`src/rtl/nibble_adder_pkg.sv`:
```
// Shared definitions for the nibble-serial adder: FSM state encoding and slice width.
package nibble_adder_pkg;

    localparam int NIBBLE_W = 4;

    typedef enum logic [1:0] {
        IDLE = 2'd0,
        CALC = 2'd1,
        DONE = 2'd2
    } state_t;

endpackage

```
`src/rtl/fulladder_4bit.sv`:
```
// 4-bit ripple adder slice: {Cout,Sum} = A + B + Cin.
module fulladder_4bit (
    input  logic [3:0] A,
    input  logic [3:0] B,
    input  logic       Cin,
    output logic [3:0] Sum,
    output logic       Cout
);

    logic [4:0] total;

    assign total = {1'b0, A} + {1'b0, B} + {4'b0000, Cin};
    assign Sum   = total[3:0];
    assign Cout  = total[4];

endmodule

```
`src/rtl/nibble_serial_adder.sv`:
```
// Adds a + b + cin one nibble per cycle through a single 4-bit slice, LS nibble first.
// Optional signed-overflow output enabled by NIBBLE_SERIAL_ADDER_OVF_EN.
import nibble_adder_pkg::*;

module nibble_serial_adder #(
    parameter int WIDTH = 16
) (
    input  logic             clk,
    input  logic             rst_n,
    input  logic             in_valid,
    output logic             in_ready,
    input  logic [WIDTH-1:0] a,
    input  logic [WIDTH-1:0] b,
    input  logic             cin,
    output logic             out_valid,
    input  logic             out_ready,
    output logic [WIDTH-1:0] sum,
    output logic             cout
`ifdef NIBBLE_SERIAL_ADDER_OVF_EN
    ,
    output logic             ovf
`endif
);

    localparam int NIB   = WIDTH / NIBBLE_W;
    localparam int IDX_W = (NIB > 1) ? $clog2(NIB) : 1;
    localparam logic [IDX_W-1:0] IDX_LAST = IDX_W'(NIB - 1);

    state_t             state_q, state_d;
    logic [IDX_W-1:0]   idx_q, idx_d;
    logic               carry_q, carry_d;
    logic [WIDTH-1:0]   sum_q, sum_d;
    logic [WIDTH-1:0]   a_q, b_q;
    logic               capture;
    logic [NIBBLE_W-1:0] a_nib, b_nib, slice_sum;
    logic               slice_cout;
`ifdef NIBBLE_SERIAL_ADDER_OVF_EN
    logic               ovf_q, ovf_d;
`endif

    fulladder_4bit u_slice (
        .A    (a_nib),
        .B    (b_nib),
        .Cin  (carry_q),
        .Sum  (slice_sum),
        .Cout (slice_cout)
    );

    always_comb begin
        state_d = state_q;
        idx_d   = idx_q;
        carry_d = carry_q;
        sum_d   = sum_q;
        capture = 1'b0;
        a_nib   = '0;
        b_nib   = '0;
`ifdef NIBBLE_SERIAL_ADDER_OVF_EN
        ovf_d   = ovf_q;
`endif
        for (int i = 0; i < NIB; i++) begin
            if (idx_q == IDX_W'(i)) begin
                a_nib = a_q[i*NIBBLE_W +: NIBBLE_W];
                b_nib = b_q[i*NIBBLE_W +: NIBBLE_W];
            end
        end

        case (state_q)
            IDLE: begin
                if (in_valid) begin
                    capture = 1'b1;
                    idx_d   = '0;
                    carry_d = cin;
                    state_d = CALC;
`ifdef NIBBLE_SERIAL_ADDER_OVF_EN
                    ovf_d   = 1'b0;
`endif
                end
            end
            CALC: begin
                for (int i = 0; i < NIB; i++) begin
                    if (idx_q == IDX_W'(i)) begin
                        sum_d[i*NIBBLE_W +: NIBBLE_W] = slice_sum;
                    end
                end
                carry_d = slice_cout;
                // Index holds on the last nibble so it never wraps mid-operation.
                if (idx_q == IDX_LAST) begin
                    state_d = DONE;
`ifdef NIBBLE_SERIAL_ADDER_OVF_EN
                    ovf_d   = (a_q[WIDTH-1] == b_q[WIDTH-1]) &&
                              (slice_sum[NIBBLE_W-1] != a_q[WIDTH-1]);
`endif
                end else begin
                    idx_d = idx_q + IDX_W'(1);
                end
            end
            DONE: begin
                if (out_ready) begin
                    state_d = IDLE;
                end
            end
            default: state_d = IDLE;
        endcase
    end

    always_ff @(posedge clk or negedge rst_n) begin
        if (!rst_n) begin
            state_q <= IDLE;
            idx_q   <= '0;
            carry_q <= 1'b0;
            sum_q   <= '0;
`ifdef NIBBLE_SERIAL_ADDER_OVF_EN
            ovf_q   <= 1'b0;
`endif
        end else begin
            state_q <= state_d;
            idx_q   <= idx_d;
            carry_q <= carry_d;
            sum_q   <= sum_d;
`ifdef NIBBLE_SERIAL_ADDER_OVF_EN
            ovf_q   <= ovf_d;
`endif
        end
    end

    // Operand copies are pure data; they are only read while in CALC.
    always_ff @(posedge clk) begin
        if (capture) begin
            a_q <= a;
            b_q <= b;
        end
    end

    assign in_ready  = (state_q == IDLE);
    assign out_valid = (state_q == DONE);
    assign sum       = sum_q;
    assign cout      = carry_q;
`ifdef NIBBLE_SERIAL_ADDER_OVF_EN
    assign ovf       = ovf_q;
`endif

endmodule

```
`config.mk`:
```
export PLATFORM = sky130hd
export DESIGN_NAME = nibble_serial_adder
export DESIGN_NICKNAME = d
export VERILOG_FILES = /design/src/rtl/nibble_adder_pkg.sv /design/src/rtl/fulladder_4bit.sv /design/src/rtl/nibble_serial_adder.sv
export SDC_FILE = /design/constraint.sdc
export NUM_CORES = 1
export LEC_CHECK = 0
export CAP_MARGIN = 20
export CORE_ASPECT_RATIO = 1.25
export CORE_MARGIN = 2
export CORE_UTILIZATION = 54
export CTS_BUF_LIST = sky130_fd_sc_hd__clkbuf_4
export DETAILED_ROUTE_END_ITERATION = 7
export GPL_TIMING_DRIVEN = 0
export PLACE_DENSITY = 0.86
export SLEW_MARGIN = 20
export SYNTH_ARGS = -nofsm -noshare
export SYNTH_HDL_FRONTEND = slang
export SYNTH_SLANG_ARGS = --single-unit
```
`constraint.sdc`:
```
create_clock -name clk -period 3.7 [get_ports clk]
set_input_delay 1.11 -clock clk [delete_from_list [all_inputs] [get_ports clk]]
set_output_delay 1.11 -clock clk [all_outputs]
set_load 0.1 [all_outputs]
```
After elaboration in Yosys (flattened, before gate mapping):

Cells that the tools add are included.
Widths: inputs -> output; s select.

* input bits: 37
* word-level logic and storage cells: 50
* register bits: 53

* multiplexer cells: 19
* reduce and logical (&&, ||, !) cells: 10
* add/sub/neg operators: 3
* eq/ne operators: 9

Operator list (count)
* $mux 4: 8
* $mux 2: 5
* $reduce_and 2->1: 5
* $eq 2x2->1 const B: 3
* $ne 2x2->1 const B: 3
* $pmux 2 s3: 1
* $reduce_and 3->1: 2
* $add 4x4->5: 1
* $add 5x1->5: 1
* $eq 2x1->1 const B: 2
* $logic_not 2->1: 2
* $pmux 2 s2: 1
* $mux 1: 3
* $add 2x1->2 const B: 1
* $ne 2x1->1 const B: 1
* $pmux 1 s2: 1
* $reduce_bool 2->1: 1

Depth between registers and ports, before layout:

Gate-level depths: netlist of run 1.

* word-level depth: 8
* depth in mapped cells: 11
* mapped depth without buffers: 10

Cells and area by module:

From an unflattened synthesis of run 1, not the netlist that was laid out.

* cells, all modules: 149
* area, all modules: 2293.4 um2

Modules (own cells, without submodules)
* nibble_serial_adder: area each 2149.6 um2, times used 1, cells an instance 133
* fulladder_4bit: area each 143.9 um2, times used 1, cells an instance 16

Worst setup path before layout of run 1:

Ideal clock, no wire load.

* kind: reg-to-reg
* start point: register state_q[0]
* end point: register a_q[0], enable pin
* setup slack: 0.487 ns
* arrival: 2.821 ns
* setup time: 0.392 ns
* required time: 3.308 ns
* cell stages (with the launch flop): 4
* path buffers: 1
* cell sequence: dfrtp_1 > buf_6 > nor2_1 > and2_1

* longest elaborated chain between the ends: 2

Ends and longest elaborated chain
* start, declared: line nibble_serial_adder.sv:29 `state_t state_q, state_d;`
* start signal, assigned: line nibble_serial_adder.sv:116 `state_q <= state_d;`
* $logic_not 2->1
* net in_ready: line nibble_serial_adder.sv:11 `output logic in_ready,`
* $mux 1: line nibble_serial_adder.sv:67 `case (state_q)`
* net capture: line nibble_serial_adder.sv:34 `logic capture;`
* end signal, assigned: line nibble_serial_adder.sv:129 `a_q <= a;`
* end, declared: line nibble_serial_adder.sv:33 `logic [WIDTH-1:0] a_q, b_q;`

The timed path passes the listed nets, and every way through them passes these cells.
A chain may end at the register's enable or synchronous reset.

Worst setup path after layout of run 1:

* start point: register state_q[0]
* end point: output in_ready

* longest elaborated chain between the ends: 1

Ends and longest elaborated chain
* $logic_not 2->1: line nibble_serial_adder.sv:134 `assign in_ready = (state_q == IDLE);`
* end, declared: line nibble_serial_adder.sv:11

No other way between the ends.

==> reports/metrics.yaml, run 1 <==
drive_above_1_share_pct: 12.1
min_period_ns: 3.40
grt_pass1_wl_mm: 7.35
fin_area_um2: 3000
cts_setup_buffers: 0
drt_drc_violations_left: 0
finalMaxSlewViolations: 0
max_cap_violations: 0
num-fill-cells: 314
antenna_cells: 0
yosys_warnings: 0
cts-resized-gates: 0
tightest_slew_ns: 0.977
io_buffers: 55
gp_congestion: 0.808
cts_hold_repair.buffers: 0
synth_top_area_share_pct: 41.4
post-place-ws_ns: 0.697
finalNetCount: 285
place.detailed.hpwl_mm: 3.32
worstSkewPairLatency_ns: 0.37
timing.slew.headroom_pct: 34.7
clk_pin_slew_ns: 0.14
arrival_ns: 2.29
rsz0062_at_grt: "no"
h-tree-depth: 2
ys_async_sr_fraction_pct: 39.6
dr.pass1.iters: 4
hp-class: "flop to flop"
crit_fanout: 10
ant_nets: 0
initial_core_util_pct: 56.6
period_share_pct: 91.9
ys_ff_latch: 53
routed_wirelength_mm: 4.32
fp.coreArea_um2: 4100
antenna_found_initial: 0
hold_ws_ns: 0.495
post_dp_cell_area_um2: 2940
fin_tns_setup_ns: 0
status: "complete, no violations"
rows: 26
critPathCaptureType: "primary output"
grt_max_degree: 33
grt_use_total_pct: 20.0
synth_top_area_cell: "edfxtp_1"
grt_pass1_vias: 1645
synth_nets: 223
hold_violations: 0
synth_cells: 177
synth-main-ff-cell: "edfxtp_1"
cts_tree: "done"
syn_avg_cell_area_um2: 13.1
vias: 1591
yosys.cell_types.count: 28
finClkSkew_ns: 0.00573
design.die.area_um2: 4840
worst-endpoint-required_ns: 2.59
synth-edff-count: 32
synth.cell_area_um2: 2320
drt-initial-drc-count: 57
cts_buffers: 5
detail_route.vias_per_cell: 5.38
clock_path_buffers: 2
fin_ws_ns: 0.299
setup_viol: 0
syn2layout_area_growth_pct: 29.4
synth_area_leaders: "edfxtp_1 41%, dfrtp_1 23%, a22o_1 4.2%"
start_kind: "flop"
root_buffer: "clkbuf_4"
fp.dieH_um: 77.3
clock_sinks: 53
die_x_um: 62.6
critPathKind: "flop to primary output"
avgRoutedWirePerCell_um: 14.6
fmax_mhz: 294
grt.overflow.total: 0
num_io_pins: 56
ys_seq_area_share_pct: 64.1
==> metal layers <==
layer	track usage, %	vias to the layer above	routed length, um
li1	-	765	-
met1	21.4	769	1630
met2	37.0	48	2380
met3	4.11	9	195
met4	9.78	0	115
met5	0	-	0
==> cell families after synthesis <==
group,share of synthesized area (%)
buffers and inverters,4.42
flip-flops,64.1
AND/OR/NAND/NOR,7.28
XOR/XNOR,0.378
adder cells (fa/ha/maj),5.50
AO/OA/AOI/OAI,14.0
multiplexers,4.32
==> cell usage in the layout, fill, tap and decap left out <==
| cell type | count |
|---|---|
| clkbuf_2 | 1 |
| buf_6 | 1 |
| nand2_1 | 16 |
| a22o_1 | 11 |
| a21oi_1 | 18 |
| inv_1 | 13 |
| edfxtp_1 | 32 |
| o31ai_1 | 5 |
| clkbuf_4 | 7 |
| clkinv_4 | 1 |
| buf_2 | 6 |
| nor3_1 | 1 |
| mux2i_1 | 1 |
| nand3b_1 | 2 |
| o21ai_0 | 15 |
| clkdlybuf4s50_1 | 55 |
| fa_1 | 2 |
| o21a_1 | 1 |
| nor2_1 | 6 |
| nand3b_4 | 2 |
| mux2_2 | 8 |
| buf_4 | 1 |
| and2_2 | 1 |
| nor3b_1 | 1 |
| or3_1 | 1 |
| o221a_2 | 1 |
| xnor2_1 | 1 |
| dfrtp_1 | 21 |
| and3_1 | 1 |
| ha_1 | 7 |
| a21o_1 | 1 |
==> worst max-delay path, cell delays in order (launching register included) <==
cell,delay (ns)
dfrtp_1,0.47
buf_6,0.17
nor2_1,0.12
clkdlybuf4s50_1,1.16
==> sequential cells by signal (all words and copies together), names as in the netlist <==
signal   cells
a_q         16
b_q         16
cout         1
idx_q        2
state_q      2
sum         16
==> cell usage after synthesis (2+ instances only) <==
library cell	n
nand2_1	16
dfrtp_1	21
nand3b_4	2
ha_1	7
edfxtp_1	32
a22o_1	11
mux2_2	8
o31ai_1	5
nor2_1	6
o21ai_0	15
nand3b_1	2
a21oi_1	18
fa_1	2
inv_1	13
buf_2	6
==> through the flow <==
step	utilization (%)	std cells
finish	73.3	296
detailed placement	71.8	288
floorplan	-	177
CTS	73.3	296
global route	73.3	296
global placement	71.7	288
==> final timing paths <==
check                                  startpoint                endpoint  slack [ns]  cells after the start
setup / recovery           state_q[0]$_DFFE_PN0P_                in_ready        0.30                      3
hold / removal                sum[14]$_DFFE_PN0P_     sum[14]$_DFFE_PN0P_        0.50                      2
setup reg to reg             idx_q[1]$_DFFE_PN0P_     sum[10]$_DFFE_PN0P_        0.84                     10
hold reg to reg               sum[14]$_DFFE_PN0P_     sum[14]$_DFFE_PN0P_        0.50                      2
max in group asynchronous                   rst_n        cout$_DFFE_PN0P_        1.97                      1
min in group asynchronous                   rst_n  state_q[1]$_DFFE_PN0P_        1.21                      1
==> final cells by class <==
cell class	count	area [um2]	share of cell area, %
timing repair buffer	55	551	18.3
sequential	53	1490	49.5
inverter	13	48.8	1.62
tap	56	70.1	2.33
clock inverter	1	8.76	0.292
multi-input combinational	102	732	24.4
clock buffer	7	52.6	1.75
buffer	9	53.8	1.79
Power of run 1 is not shown: default switching activity piles up to over one toggle a cycle in this logic, so the estimate is an artifact.
==> run 2, diff against run 1 <==
CORE_UTILIZATION = 46   (was 54)
PLACE_DENSITY = 0.78   (was 0.86)
SKIP_CTS_REPAIR_TIMING = 1   (was default)
SLEW_MARGIN = default   (was 20)
clock period = 3.11 ns   (was 3.7 ns; I/O delays follow)
==> run 2 against run 1 <==
Effect of this change: global-route usage shrank 2.6 points; die area increased by 16%; sequential share of layout area down 0.59 points; final area increased by 1.2%.
==> reports/metrics.yaml, run 2 (same netlist as run 1, synthesis figures left out) <==
critPathKind: "flop to primary output"
fp.dieH_um: 83.4  # +7.9%
rows: 28  # +7.7%
tightest_slew_ns: 0.975  # -0.00148 ns
finalNetCount: 286  # +0.35%
fp.coreArea_um2: 4800  # +17%
root_buffer: "clkbuf_4"
routed_wirelength_mm: 4.34  # +0.35%
post-place-ws_ns: 0.228  # -0.469 ns
antenna_cells: 0  # unchanged
dr.pass1.iters: 4  # unchanged
avgRoutedWirePerCell_um: 14.4  # -1.3%
num_io_pins: 56  # unchanged
status: "complete, no violations"
arrival_ns: 2.02  # -0.27 ns
initial_core_util_pct: 48.3  # -8.3 points
min_period_ns: 2.95
finClkSkew_ns: 0.00631  # +0.000582 ns
start_kind: "flop"
h-tree-depth: 2  # unchanged
syn2layout_area_growth_pct: 31.0
startpoint: "cout$_DFFE_PN0P_"
timing.slew.headroom_pct: 34.8  # +0.099 points
ant_nets: 0  # unchanged
final_common_cell: "clkdlybuf4s50_1"
vias: 1591  # unchanged
max_stage_delay_ns: 1.17  # about the same
r2r-start: "idx_q[0]$_DFFE_PN0P_"
design.die.area_um2: 5630  # +16%
max_cap_violations: 0  # unchanged
grt_max_degree: 23  # -30%
period_share_pct: 94.9
critPathCaptureType: "primary output"
drt_drc_violations_left: 0  # unchanged
clock_path_buffers: 2  # unchanged
num-fill-cells: 394  # +25%
gp_congestion: 0.736  # -8.9%
setup_viol: 0  # unchanged
crit_chain: "clkdlybuf4s50_1"
drive_above_1_share_pct: 12.4  # +0.36 points
hold_violations: 0  # unchanged
grt_use_total_pct: 17.4  # -2.6 points
fmax_mhz: 339
mostFrequentLayoutCells: "53 x clkdlybuf4s50_1, 32 x edfxtp_1, 21 x dfrtp_1"
rsz0062_at_grt: "no"
worst-endpoint-required_ns: 2.18  # -0.41 ns
crit_buf_inv: 1  # -1
clock_sinks: 53  # unchanged
antenna_found_initial: 0  # unchanged
crit_slowest_cell: "clkdlybuf4s50_1"
grt_pass1_vias: 1612  # -2.0%
fin_ws_ns: 0.160  # -0.139 ns
cts_buffers: 5  # unchanged
grt.overflow.total: 0  # unchanged
drt-initial-drc-count: 72  # +26%
finalMaxSlewViolations: 0  # unchanged
hp-start: "sum[2]$_DFFE_PN0P_"
place.detailed.hpwl_mm: 3.22  # -3.1%
cts_tree: "done"
detail_route.vias_per_cell: 5.29  # -1.7%
worstSkewPairLatency_ns: 0.37  # about the same
critPathTopFamily: "buffers and inverters"
hp-class: "flop to flop"
io_buffers: 55  # unchanged
grt_pass1_wl_mm: 7.47  # +1.7%
crit_fanout: 4  # -6
die_x_um: 67.5  # +7.8%
clk_pin_slew_ns: 0.14  # about the same
## run 2: metal layers
layer / global-route usage, % / part of all wire, %
met5: 0 / 0
met4: 6.12 / 2.3
met2: 28.2 / 50
met1: 22.6 / 42
met3: 4.07 / 5.8
## run 2: final cells by class
type / instances / area (um2) / area share (%)
sequential: 53 / 1490 / 48.9
inverter: 13 / 48.8 / 1.61
clock buffer: 6 / 45.0 / 1.48
clock inverter: 2 / 13.8 / 0.453
buffer: 9 / 53.8 / 1.77
timing repair buffer: 56 / 583 / 19.2
multi-input combinational: 102 / 733 / 24.1
tap: 60 / 75.1 / 2.47
## run 2: path summary, 6_finish.rpt
check	endpoint	slack [ns]	cells after the start
min in group asynchronous	sum[12]$_DFFE_PN0P_	1.06	1
max in group asynchronous	sum[5]$_DFFE_PN0P_	1.50	1
max	cout	0.16	1
min reg2reg	sum[2]$_DFFE_PN0P_	0.50	2
min	sum[2]$_DFFE_PN0P_	0.50	2
max reg2reg	sum[10]$_DFFE_PN0P_	0.20	10
## run 2: metrics by stage
stage          area (um2)  util [%]  TNS [ns]  instances  hold slack [ns]
2_1_floorplan        2320         -         0        177            0.536
3_3_place_gp         2950      61.4         0        292            0.462
3_5_place_dp         2980      62.0         0        293            0.470
4_1_cts              3030      63.2    -0.228        301            0.501
5_1_grt              3040      63.3         0        301            0.517
6_report             3040      63.3         0        301            0.496
Power of run 2 is left out for the same reason.
==> run 3, diff against run 2 <==
PLACE_DENSITY = 0.77   (was 0.78)
==> run 3 against run 2 <==
Effect of this change: final area did not move; clock skew hardly changed; critical path depth is the same; count of clock-buffer cells in the layout grew 1; worst hold slack worse by 0.0036 ns; die area unchanged; cell count stayed put; critical path type unchanged.
==> reports/metrics.yaml, run 3 (same netlist as run 1, synthesis figures left out) <==
status: "complete, no violations"
num_io_pins: 56  # unchanged
syn2layout_area_growth_pct: 31.0  # unchanged
root_buffer: "clkbuf_4"
grt_pass1_wl_mm: 7.41  # -0.83%
hold_depth: 2  # unchanged
min_period_ns: 2.93  # -0.0186 ns
setup_viol: 0  # unchanged
drt_drc_violations_left: 0  # unchanged
hp-class: "flop to flop"
cts_tree: "done"
min_to: "sum[14]$_DFFE_PN0P_"
cts_buffers: 5  # unchanged
grt_use_total_pct: 17.6  # +0.16 points
start_kind: "flop"
fp.dieH_um: 83.4  # unchanged
worst-endpoint-required_ns: 2.18  # about the same
die_x_um: 67.5  # unchanged
critPathKind: "flop to primary output"
fin_tns_setup_ns: 0  # unchanged
initial_core_util_pct: 48.3  # unchanged
crit_fanout: 4  # unchanged
detail_route.vias_per_cell: 5.11  # -3.3%
h-tree-depth: 2  # unchanged
grt.overflow.total: 0  # unchanged
drt-initial-drc-count: 112  # +56%
r2r_slack_ns: 0.21  # about the same
hold_violations: 0  # unchanged
grt_max_degree: 22  # -4.3%
avgRoutedWirePerCell_um: 14.2  # -1.5%
fmax_mhz: 341  # +0.63%
gp_congestion: 0.763  # +3.7%
arrival_ns: 2.00  # -0.02 ns
worstSkewPairLatency_ns: 0.36  # about the same
antenna_found_initial: 0  # unchanged
finClkSkew_ns: 0.00605  # -0.000262 ns
crit_chain: "clkdlybuf4s50_1"
timing.slew.headroom_pct: 35.0  # +0.18 points
clock_sinks: 53  # unchanged
critPathCaptureType: "primary output"
vias: 1538  # -3.3%
rows: 28  # unchanged
routed_wirelength_mm: 4.27  # -1.5%
max_stage_delay_ns: 1.17  # about the same
period_share_pct: 94.3  # -0.60 points
clock_path_buffers: 2  # unchanged
drive_above_1_share_pct: 12.4  # unchanged
antenna_cells: 0  # unchanged
hp-start: "sum[14]$_DFFE_PN0P_"
clk_pin_slew_ns: 0.14  # about the same
fp.coreArea_um2: 4800  # unchanged
grt_pass1_vias: 1609  # -0.19%
r2r-start: "idx_q[0]$_DFFE_PN0P_"
io_buffers: 55  # unchanged
place.detailed.hpwl_mm: 3.22  # about the same
critPathTopFamily: "buffers and inverters"
finalNetCount: 286  # unchanged
crit_buf_inv: 1  # unchanged
design.die.area_um2: 5630  # unchanged
rsz0062_at_grt: "yes"
dr.pass1.iters: 4  # unchanged
ant_nets: 0  # unchanged
finalMaxSlewViolations: 0  # unchanged
final_common_cell: "clkdlybuf4s50_1"
tightest_slew_ns: 0.973  # -0.00267 ns
worstRegToRegCells: 10  # unchanged
mostFrequentLayoutCells: "53 x clkdlybuf4s50_1, 32 x edfxtp_1, 21 x dfrtp_1"
r2r-end: "sum[6]$_DFFE_PN0P_"
crit_slowest_cell: "clkdlybuf4s50_1"
max_cap_violations: 0  # unchanged
==> run 3: cell types whose count changed in the layout (fill, tap and decap cells not counted) <==
cell	previous run	this run
clkinvlp_2	1	0
inv_6	1	0
inv_4	0	1
clkbuf_4	6	7
==> run 3: worst reg2reg max path, cell delays in order, from the launching register on <==
cell	delay (ns)
dfrtp_1	0.46
inv_1	0.12
ha_1	0.16
buf_2	0.20
buf_2	0.25
a21oi_1	0.10
a22o_1	0.23
fa_1	0.44
fa_1	0.41
xnor2_1	0.30
o21ai_0	0.12
==> run 3: per-stage QoR <==
stage	setup WS (ns)	std cells	hold slack, ns	instance area [um2]	util (%)
after floorplan	0.346	177	0.536	2320	-
after global placement	0.186	292	0.460	2950	61.4
after detailed placement	0.249	293	0.469	2980	62.0
after CTS	-0.114	301	0.501	3030	63.2
after global routing	-0.00429	301	0.540	3040	63.3
final	0.178	301	0.492	3040	63.3
==> run 3: metal layers <==
metal | vias up | part of all wire (%) | global-route usage (%) | wire length [um]
li1 | 764 | - | - | -
met1 | 713 | 42 | 23.2 | 1780
met2 | 51 | 51 | 27.5 | 2190
met3 | 10 | 4.7 | 4.07 | 199
met4 | 0 | 2.5 | 7.24 | 106
met5 | - | 0 | 0 | 0
==> run 3: layout make-up <==
cell class | instances | area (um2)
fillers | 401 | 1760
inverters | 13 | 48.8
clock buffers | 7 | 52.6
clock inverters | 1 | 6.26
flip-flops and latches | 53 | 1490
plain buffers | 9 | 53.8
well taps | 60 | 75.1
repair buffers | 56 | 583
multi-input cells | 102 | 733
==> run 3: worst max path at each step <==
stage	from	cells past startpoint	slack, ns	to
5_1_grt	idx_q[0]$_DFFE_PN0P_	10	-0.004	sum[10]$_DFFE_PN0P_
4_1_cts	state_q[0]$_DFFE_PN0P_	3	-0.11	out_valid
6_report	cout$_DFFE_PN0P_	1	0.18	cout
2_1_floorplan	state_q[0]$_DFFE_PN0P_	2	0.35	out_valid
3_5_place_dp	idx_q[0]$_DFFE_PN0P_	10	0.25	sum[2]$_DFFE_PN0P_
3_3_place_gp	in_valid	2	0.19	b_q[10]$_DFFE_PP_
Power of run 3 is left out for the same reason.
